--- config.mk ---
export PLATFORM = sky130hd
export DESIGN_NAME = serpent_keymix_sbox
export DESIGN_NICKNAME = d
export VERILOG_FILES = /design/src/rtl/serpent_pkg.sv /design/src/rtl/serpent_sbox_bitslice.sv /design/src/rtl/serpent_keymix_sbox.sv
export SDC_FILE = /design/constraint.sdc
export NUM_CORES = 2
export LEC_CHECK = 0
export ABC_CLOCK_PERIOD_IN_PS = 4600
export BUFFER_PORTS_ARGS = -buffer_cell sky130_fd_sc_hd__buf_2
export CAP_MARGIN = 5
export CORE_ASPECT_RATIO = 0.5
export CORE_MARGIN = 2
export CORE_UTILIZATION = 42
export CTS_CLUSTER_SIZE = 24
export DETAILED_ROUTE_END_ITERATION = 8
export SETUP_SLACK_MARGIN = 0.4
export SYNTH_ARGS = -nofsm -noshare
export SYNTH_HDL_FRONTEND = slang
export SYNTH_SLANG_ARGS = --single-unit
--- constraint.sdc ---
create_clock -name i_clk -period 4.6 [get_ports i_clk]
set_input_delay 0.69 -clock i_clk [delete_from_list [all_inputs] [get_ports i_clk]]
set_output_delay 0.69 -clock i_clk [all_outputs]
set_load 0.1 [all_outputs]
--- src/rtl/serpent_pkg.sv ---
// Shared Serpent constants, S-box tables and small helpers for the round datapath.
package serpent_pkg;

    localparam int unsigned WORD_W     = 32;
    localparam int unsigned ROUND_W    = 5;
    localparam int unsigned NUM_ROUNDS = 32;
    localparam int unsigned LAST_ROUND = 31;
    localparam int unsigned STATE_W    = 4 * WORD_W;

    // Table direction for serpent_sbox_bitslice; the decryption path builds it with SBOX_DIR_INV.
    localparam bit SBOX_DIR_FWD = 1'b0;
    localparam bit SBOX_DIR_INV = 1'b1;

    localparam logic [3:0] SBOX [8][16] = '{
        '{4'd3,  4'd8,  4'd15, 4'd1,  4'd10, 4'd6,  4'd5,  4'd11,
          4'd14, 4'd13, 4'd4,  4'd2,  4'd7,  4'd0,  4'd9,  4'd12},
        '{4'd15, 4'd12, 4'd2,  4'd7,  4'd9,  4'd0,  4'd5,  4'd10,
          4'd1,  4'd11, 4'd14, 4'd8,  4'd6,  4'd13, 4'd3,  4'd4},
        '{4'd8,  4'd6,  4'd7,  4'd9,  4'd3,  4'd12, 4'd10, 4'd15,
          4'd13, 4'd1,  4'd14, 4'd4,  4'd0,  4'd11, 4'd5,  4'd2},
        '{4'd0,  4'd15, 4'd11, 4'd8,  4'd12, 4'd9,  4'd6,  4'd3,
          4'd13, 4'd1,  4'd2,  4'd4,  4'd10, 4'd7,  4'd5,  4'd14},
        '{4'd1,  4'd15, 4'd8,  4'd3,  4'd12, 4'd0,  4'd11, 4'd6,
          4'd2,  4'd5,  4'd4,  4'd10, 4'd9,  4'd14, 4'd7,  4'd13},
        '{4'd15, 4'd5,  4'd2,  4'd11, 4'd4,  4'd10, 4'd9,  4'd12,
          4'd0,  4'd3,  4'd14, 4'd8,  4'd13, 4'd6,  4'd7,  4'd1},
        '{4'd7,  4'd2,  4'd12, 4'd5,  4'd8,  4'd4,  4'd6,  4'd11,
          4'd14, 4'd9,  4'd1,  4'd15, 4'd13, 4'd3,  4'd10, 4'd0},
        '{4'd1,  4'd13, 4'd15, 4'd0,  4'd14, 4'd8,  4'd2,  4'd11,
          4'd7,  4'd4,  4'd12, 4'd10, 4'd9,  4'd3,  4'd5,  4'd6}
    };

    typedef struct packed {
        logic [STATE_W-1:0] state;
        logic [ROUND_W-1:0] round;
        logic               last;
    } beat_t;

    function automatic logic [STATE_W-1:0] pack_state(
        input logic [WORD_W-1:0] w0,
        input logic [WORD_W-1:0] w1,
        input logic [WORD_W-1:0] w2,
        input logic [WORD_W-1:0] w3
    );
        return {w3, w2, w1, w0};
    endfunction

    // Inverse lookup by search; every box is a permutation, so exactly one entry matches.
    function automatic logic [3:0] sbox_inv(input logic [2:0] box, input logic [3:0] v);
        logic [3:0] r;
        r = '0;
        for (int i = 0; i < 16; i++) begin
            if (SBOX[box][i] == v) r = 4'(i);
        end
        return r;
    endfunction

endpackage

--- src/rtl/serpent_sbox_bitslice.sv ---
// Combinational bitsliced Serpent S-box: bit j of each word forms one nibble, word_0 as LSB.
module serpent_sbox_bitslice
    import serpent_pkg::*;
#(
    parameter bit INVERSE = SBOX_DIR_FWD
) (
    input  logic [WORD_W-1:0] word_0_i,
    input  logic [WORD_W-1:0] word_1_i,
    input  logic [WORD_W-1:0] word_2_i,
    input  logic [WORD_W-1:0] word_3_i,
    input  logic [2:0]        box_i,
    output logic [WORD_W-1:0] word_0_o,
    output logic [WORD_W-1:0] word_1_o,
    output logic [WORD_W-1:0] word_2_o,
    output logic [WORD_W-1:0] word_3_o
);

    logic [3:0] nib;
    logic [3:0] sub;

    always_comb begin
        nib      = '0;
        sub      = '0;
        word_0_o = '0;
        word_1_o = '0;
        word_2_o = '0;
        word_3_o = '0;
        for (int j = 0; j < int'(WORD_W); j++) begin
            nib = {word_3_i[j], word_2_i[j], word_1_i[j], word_0_i[j]};
            sub = INVERSE ? sbox_inv(box_i, nib) : SBOX[box_i][nib];
            word_0_o[j] = sub[0];
            word_1_o[j] = sub[1];
            word_2_o[j] = sub[2];
            word_3_o[j] = sub[3];
        end
    end

endmodule

--- src/rtl/serpent_keymix_sbox.sv ---
// Serpent key mix + S-box stage with a registered output and skid buffer.
// Define SERPENT_FINAL_KEYMIX_EN to fold the K_32 whitening into round 31.
module serpent_keymix_sbox
    import serpent_pkg::*;
(
    input  logic                i_clk,
    input  logic                i_rst_n,
    input  logic                i_valid,
    output logic                o_ready,
    input  logic [WORD_W-1:0]   i_word_0,
    input  logic [WORD_W-1:0]   i_word_1,
    input  logic [WORD_W-1:0]   i_word_2,
    input  logic [WORD_W-1:0]   i_word_3,
    input  logic [STATE_W-1:0]  i_subkey,
    input  logic [ROUND_W-1:0]  i_round,
`ifdef SERPENT_FINAL_KEYMIX_EN
    input  logic [STATE_W-1:0]  i_subkey_last,
`endif
    output logic                o_valid,
    input  logic                i_ready,
    output logic [WORD_W-1:0]   o_word_0,
    output logic [WORD_W-1:0]   o_word_1,
    output logic [WORD_W-1:0]   o_word_2,
    output logic [WORD_W-1:0]   o_word_3,
    output logic [ROUND_W-1:0]  o_round,
    output logic                o_last
);

    logic [STATE_W-1:0] mix;
    logic [WORD_W-1:0]  sub_0, sub_1, sub_2, sub_3;
    beat_t              new_beat;

    beat_t main_q, main_d;
    beat_t skid_q, skid_d;
    logic  main_valid_q, main_valid_d;
    logic  skid_valid_q, skid_valid_d;
    logic  ready_q;

    logic accept;
    logic main_free;

    assign mix = pack_state(i_word_0, i_word_1, i_word_2, i_word_3) ^ i_subkey;

    serpent_sbox_bitslice #(
        .INVERSE (SBOX_DIR_FWD)
    ) u_sbox (
        .word_0_i (mix[0*WORD_W +: WORD_W]),
        .word_1_i (mix[1*WORD_W +: WORD_W]),
        .word_2_i (mix[2*WORD_W +: WORD_W]),
        .word_3_i (mix[3*WORD_W +: WORD_W]),
        .box_i    (i_round[2:0]),
        .word_0_o (sub_0),
        .word_1_o (sub_1),
        .word_2_o (sub_2),
        .word_3_o (sub_3)
    );

    always_comb begin
        new_beat       = '0;
        new_beat.last  = (i_round == ROUND_W'(LAST_ROUND));
        new_beat.round = i_round;
        new_beat.state = pack_state(sub_0, sub_1, sub_2, sub_3);
`ifdef SERPENT_FINAL_KEYMIX_EN
        if (new_beat.last) new_beat.state = new_beat.state ^ i_subkey_last;
`endif
    end

    assign accept    = i_valid && ready_q;
    assign main_free = !main_valid_q || i_ready;

    always_comb begin
        main_d       = main_q;
        main_valid_d = main_valid_q;
        skid_d       = skid_q;
        skid_valid_d = skid_valid_q;
        if (main_free) begin
            if (skid_valid_q) begin
                // Skid is older than any incoming beat, so it refills main first.
                main_d       = skid_q;
                main_valid_d = 1'b1;
                skid_valid_d = accept;
                if (accept) skid_d = new_beat;
            end else begin
                main_valid_d = accept;
                if (accept) main_d = new_beat;
            end
        end else if (accept) begin
            skid_d       = new_beat;
            skid_valid_d = 1'b1;
        end
    end

    always_ff @(posedge i_clk) begin
        if (!i_rst_n) begin
            main_q       <= '0;
            skid_q       <= '0;
            main_valid_q <= 1'b0;
            skid_valid_q <= 1'b0;
            ready_q      <= 1'b1;
        end else begin
            main_q       <= main_d;
            skid_q       <= skid_d;
            main_valid_q <= main_valid_d;
            skid_valid_q <= skid_valid_d;
            ready_q      <= !skid_valid_d;
        end
    end

    assign o_ready  = ready_q;
    assign o_valid  = main_valid_q;
    assign o_word_0 = main_q.state[0*WORD_W +: WORD_W];
    assign o_word_1 = main_q.state[1*WORD_W +: WORD_W];
    assign o_word_2 = main_q.state[2*WORD_W +: WORD_W];
    assign o_word_3 = main_q.state[3*WORD_W +: WORD_W];
    assign o_round  = main_q.round;
    assign o_last   = main_q.last;

endmodule

==> metrics.txt <==
outcome complete, but fails checks; failing checks design-rule violations; peak supply drop 0.000345 V; Worst-path clk slew 0.06 ns; worst hold start i_round[3]; largest cells by area after synthesis dfxtp_1 (16%), mux4_2 (9.1%), o21ai_0 (7.8%); Die Height 204 um; min Tclk post-route 3.60 ns; Fmax 278 MHz; area leader, netlist dfxtp_1; Hold Path Stages 3; number of port buffers 400; Worst R2R Setup Slack 1.66 ns; worst path cell trace buf_8 > inv_4 > a21oi_1 > nand2_1 > o211ai_1 > o21ai_0 > a311oi_2 > a21o_1; Sequential Power Share 21.3%; max_cap viols 0; antenna-violating nets left 0; clock share of power 20.8%; syn nets between 5k and 6k; DR pass1 iterations 9; All-Layer GR Usage 46.9%; crit start category primary input; core area 0.0795 mm2; WP data required about 5.2 ns; Final setup viols 0; WL/cell ~34 um; initial core utilization 42.5%; RSZ-0062 raised after global routing false; Main synth FF type dfxtp_1; Power Density between 300 and 400 mW/mm2; Final HPWL DP between 100000 and 150000 um; WHS 0.349 ns; leakage 0.0145 uW; Sw Ratio between 50 and 60%; CTS max path bufs 3; Worst Path Arrival 4.16 ns; Hold Path Class in2reg; DR vias between 40k and 50k; share of layout cells above drive strength 1 21.0%; PnR worst setup slack 1.00 ns; row count 73; CP max stage delay 1.13 ns; pre-CTS WS roughly 0.65 ns; Distinct cells, synth 73; final period utilization 78.2%; largest net degree at the start of global routing 201; clk_lat worst skew 0.70 ns; number of global-route vias before repair just under 40k; slowest cell on the critical path a311oi_2; Comb power frac 57.9%; TritonCTS buffer count 30; peak fanout along the critical path 90; Fin Setup TNS 0 ns; die area 0.0828 mm2; Final Hold Fails 0; vias per cell 7.33; sequential area share after synthesis 16.1%; CP endpoint kind flop; ys async rst share 0%; Setup crit start i_round[2]; most common cell after layout, fill and taps aside nand2_1; GRT overflow 0; clk root buf clkbuf_16; Post-synth EDFFs 0; Cells after Synth 4830; Post-route DRC 5; worst reg2reg path depth 4; Die X 405 um; area grow syn2layout 16.0%; Slew headroom 2.10%; gpl congestion 1.02; leading cell types in the layout, fill and taps excluded nand2_1 (579), o21ai_0 (522), nor2_1 (425); # clock sinks 271; Post-CTS Setup Bufs 0; Int Power 6210 uW; #FFs+latches synth 271; Final nets 5283; H-tree Lvls 1; Worst Tran Pin Value roughly 1.5 ns; post_cts resized 0; skew final 0.0756 ns; Switch Pwr 6880 uW; Netlist Area Pre-Place about 0.034 mm2; 1st-iter DRT viols 6760; r2r startpoint skid_valid_q; Routed WL 204000 um; Yosys top cell area share 16.1%; Synth Area per Inst 6.99 um2; WS Path Type in2reg; CTS Hold Bufs 0; IO Pins around 400; Slew Limit Fails 0; TritonCTS clock tree done; first-pass GRT wire length 285000 um; initial antenna violation count 19; Warnings, synthesis 0
==> metrics by stage <==
stage               instances  area (um2)  power [uW]  util (%)
floorplan                4830       33800        7310         -
global placement         6026       38100        9920      47.9
detailed placement       6027       38100        9970      48.0
CTS                      6083       39200       12600      49.3
global route             6085       39200       13400      49.3
finish                   6085       39200       13100      49.3
==> registers in the layout (all words and copies together) (netlist names), 5 cells and up <==
| register | cells |
|---|---|
| o_round | 5 |
| o_word_2 | 32 |
| o_word_0 | 32 |
| o_word_3 | 32 |
| o_word_1 | 32 |
| skid_q | 134 |
==> logic make-up (layout without fill, tap and decap cells) <==
kind of cell             Yosys count  count (layout)  share of synthesized area (%)
AO/OA/AOI/OAI                   2002            2002                           38.7
AND/OR/NAND/NOR                 1380            1380                           17.2
flip-flops                       271             271                           16.1
buffers and inverters            625             829                           7.31
other                              0               1                              0
multiplexers                     248             248                           12.5
XOR/XNOR                         296             296                           7.92
adder cells (fa/ha/maj)            8               8                          0.297
==> power by group through the flow <==
stage	Combinational [uW]	Clock (uW)	Sequential [uW]
floorplan	3530	0	3780
global placement	7110	0	2810
detailed placement	7160	0	2810
CTS	7170	2710	2760
global route	7810	2790	2790
finish	7580	2720	2790
==> final timing paths <==
path | end
setup reg to reg | o_word_2[27]
hold / removal | skid_q[4]
hold reg to reg | o_word_1[9]
setup / recovery | o_word_2[6]
==> layer usage <==
metal | vias to the layer above | share of wire [%] | global-route usage (%)
met3 | 742 | 20 | 28.0
met2 | 3783 | 37 | 60.2
li1 | 18700 | - | -
met5 | - | 0.11 | 0.760
met4 | 20 | 4.6 | 18.1
met1 | 21400 | 38 | 62.2
==> worst max-delay path: cells and delay by family <==
kind                   cells  cell delay [ns]
AOI/OAI and AO/OA          5             2.46
buffers and inverters      2             0.80
and+or+nand+nor            1             0.10
==> cell usage after synthesis, types with 8 or more instances <==
cell,n
a21oi_1,391
o311a_1,9
buf_2,86
o211a_1,12
o21ai_0,524
mux4_2,137
o32ai_1,10
o2111ai_1,30
dfxtp_1,271
nor2_1,435
nand3_1,189
nand2_1,580
a211o_1,23
o21ai_1,48
o31a_1,27
nor3_1,74
inv_1,8
a311oi_1,72
nand2b_1,11
a32oi_1,31
buf_1,28
ha_1,8
o221ai_1,79
o311ai_1,12
o211ai_1,196
a221o_1,20
a2111oi_0,44
a21o_1,8
a221oi_1,38
nand4_1,11
xnor2_1,167
mux2i_1,105
a31oi_1,136
or3_1,29
o31ai_1,15
o311ai_0,16
a22oi_1,17
xor2_1,120
a211oi_1,170
o22ai_1,31
clkbuf_1,495
==> layout make-up <==
class | count | area (um2)
Fill cell | 8100 | 40300
Multi-Input combinational cell | 3934 | 26400
Sequential cell | 271 | 5430
Timing Repair Buffer | 761 | 4920
Tap cell | 1050 | 1310
Clock buffer | 38 | 821
Clock inverter | 18 | 225
Inverter | 12 | 47.5
Antenna cell | 1 | 2.50
Note: power is estimated with default switching activity, not from simulation.
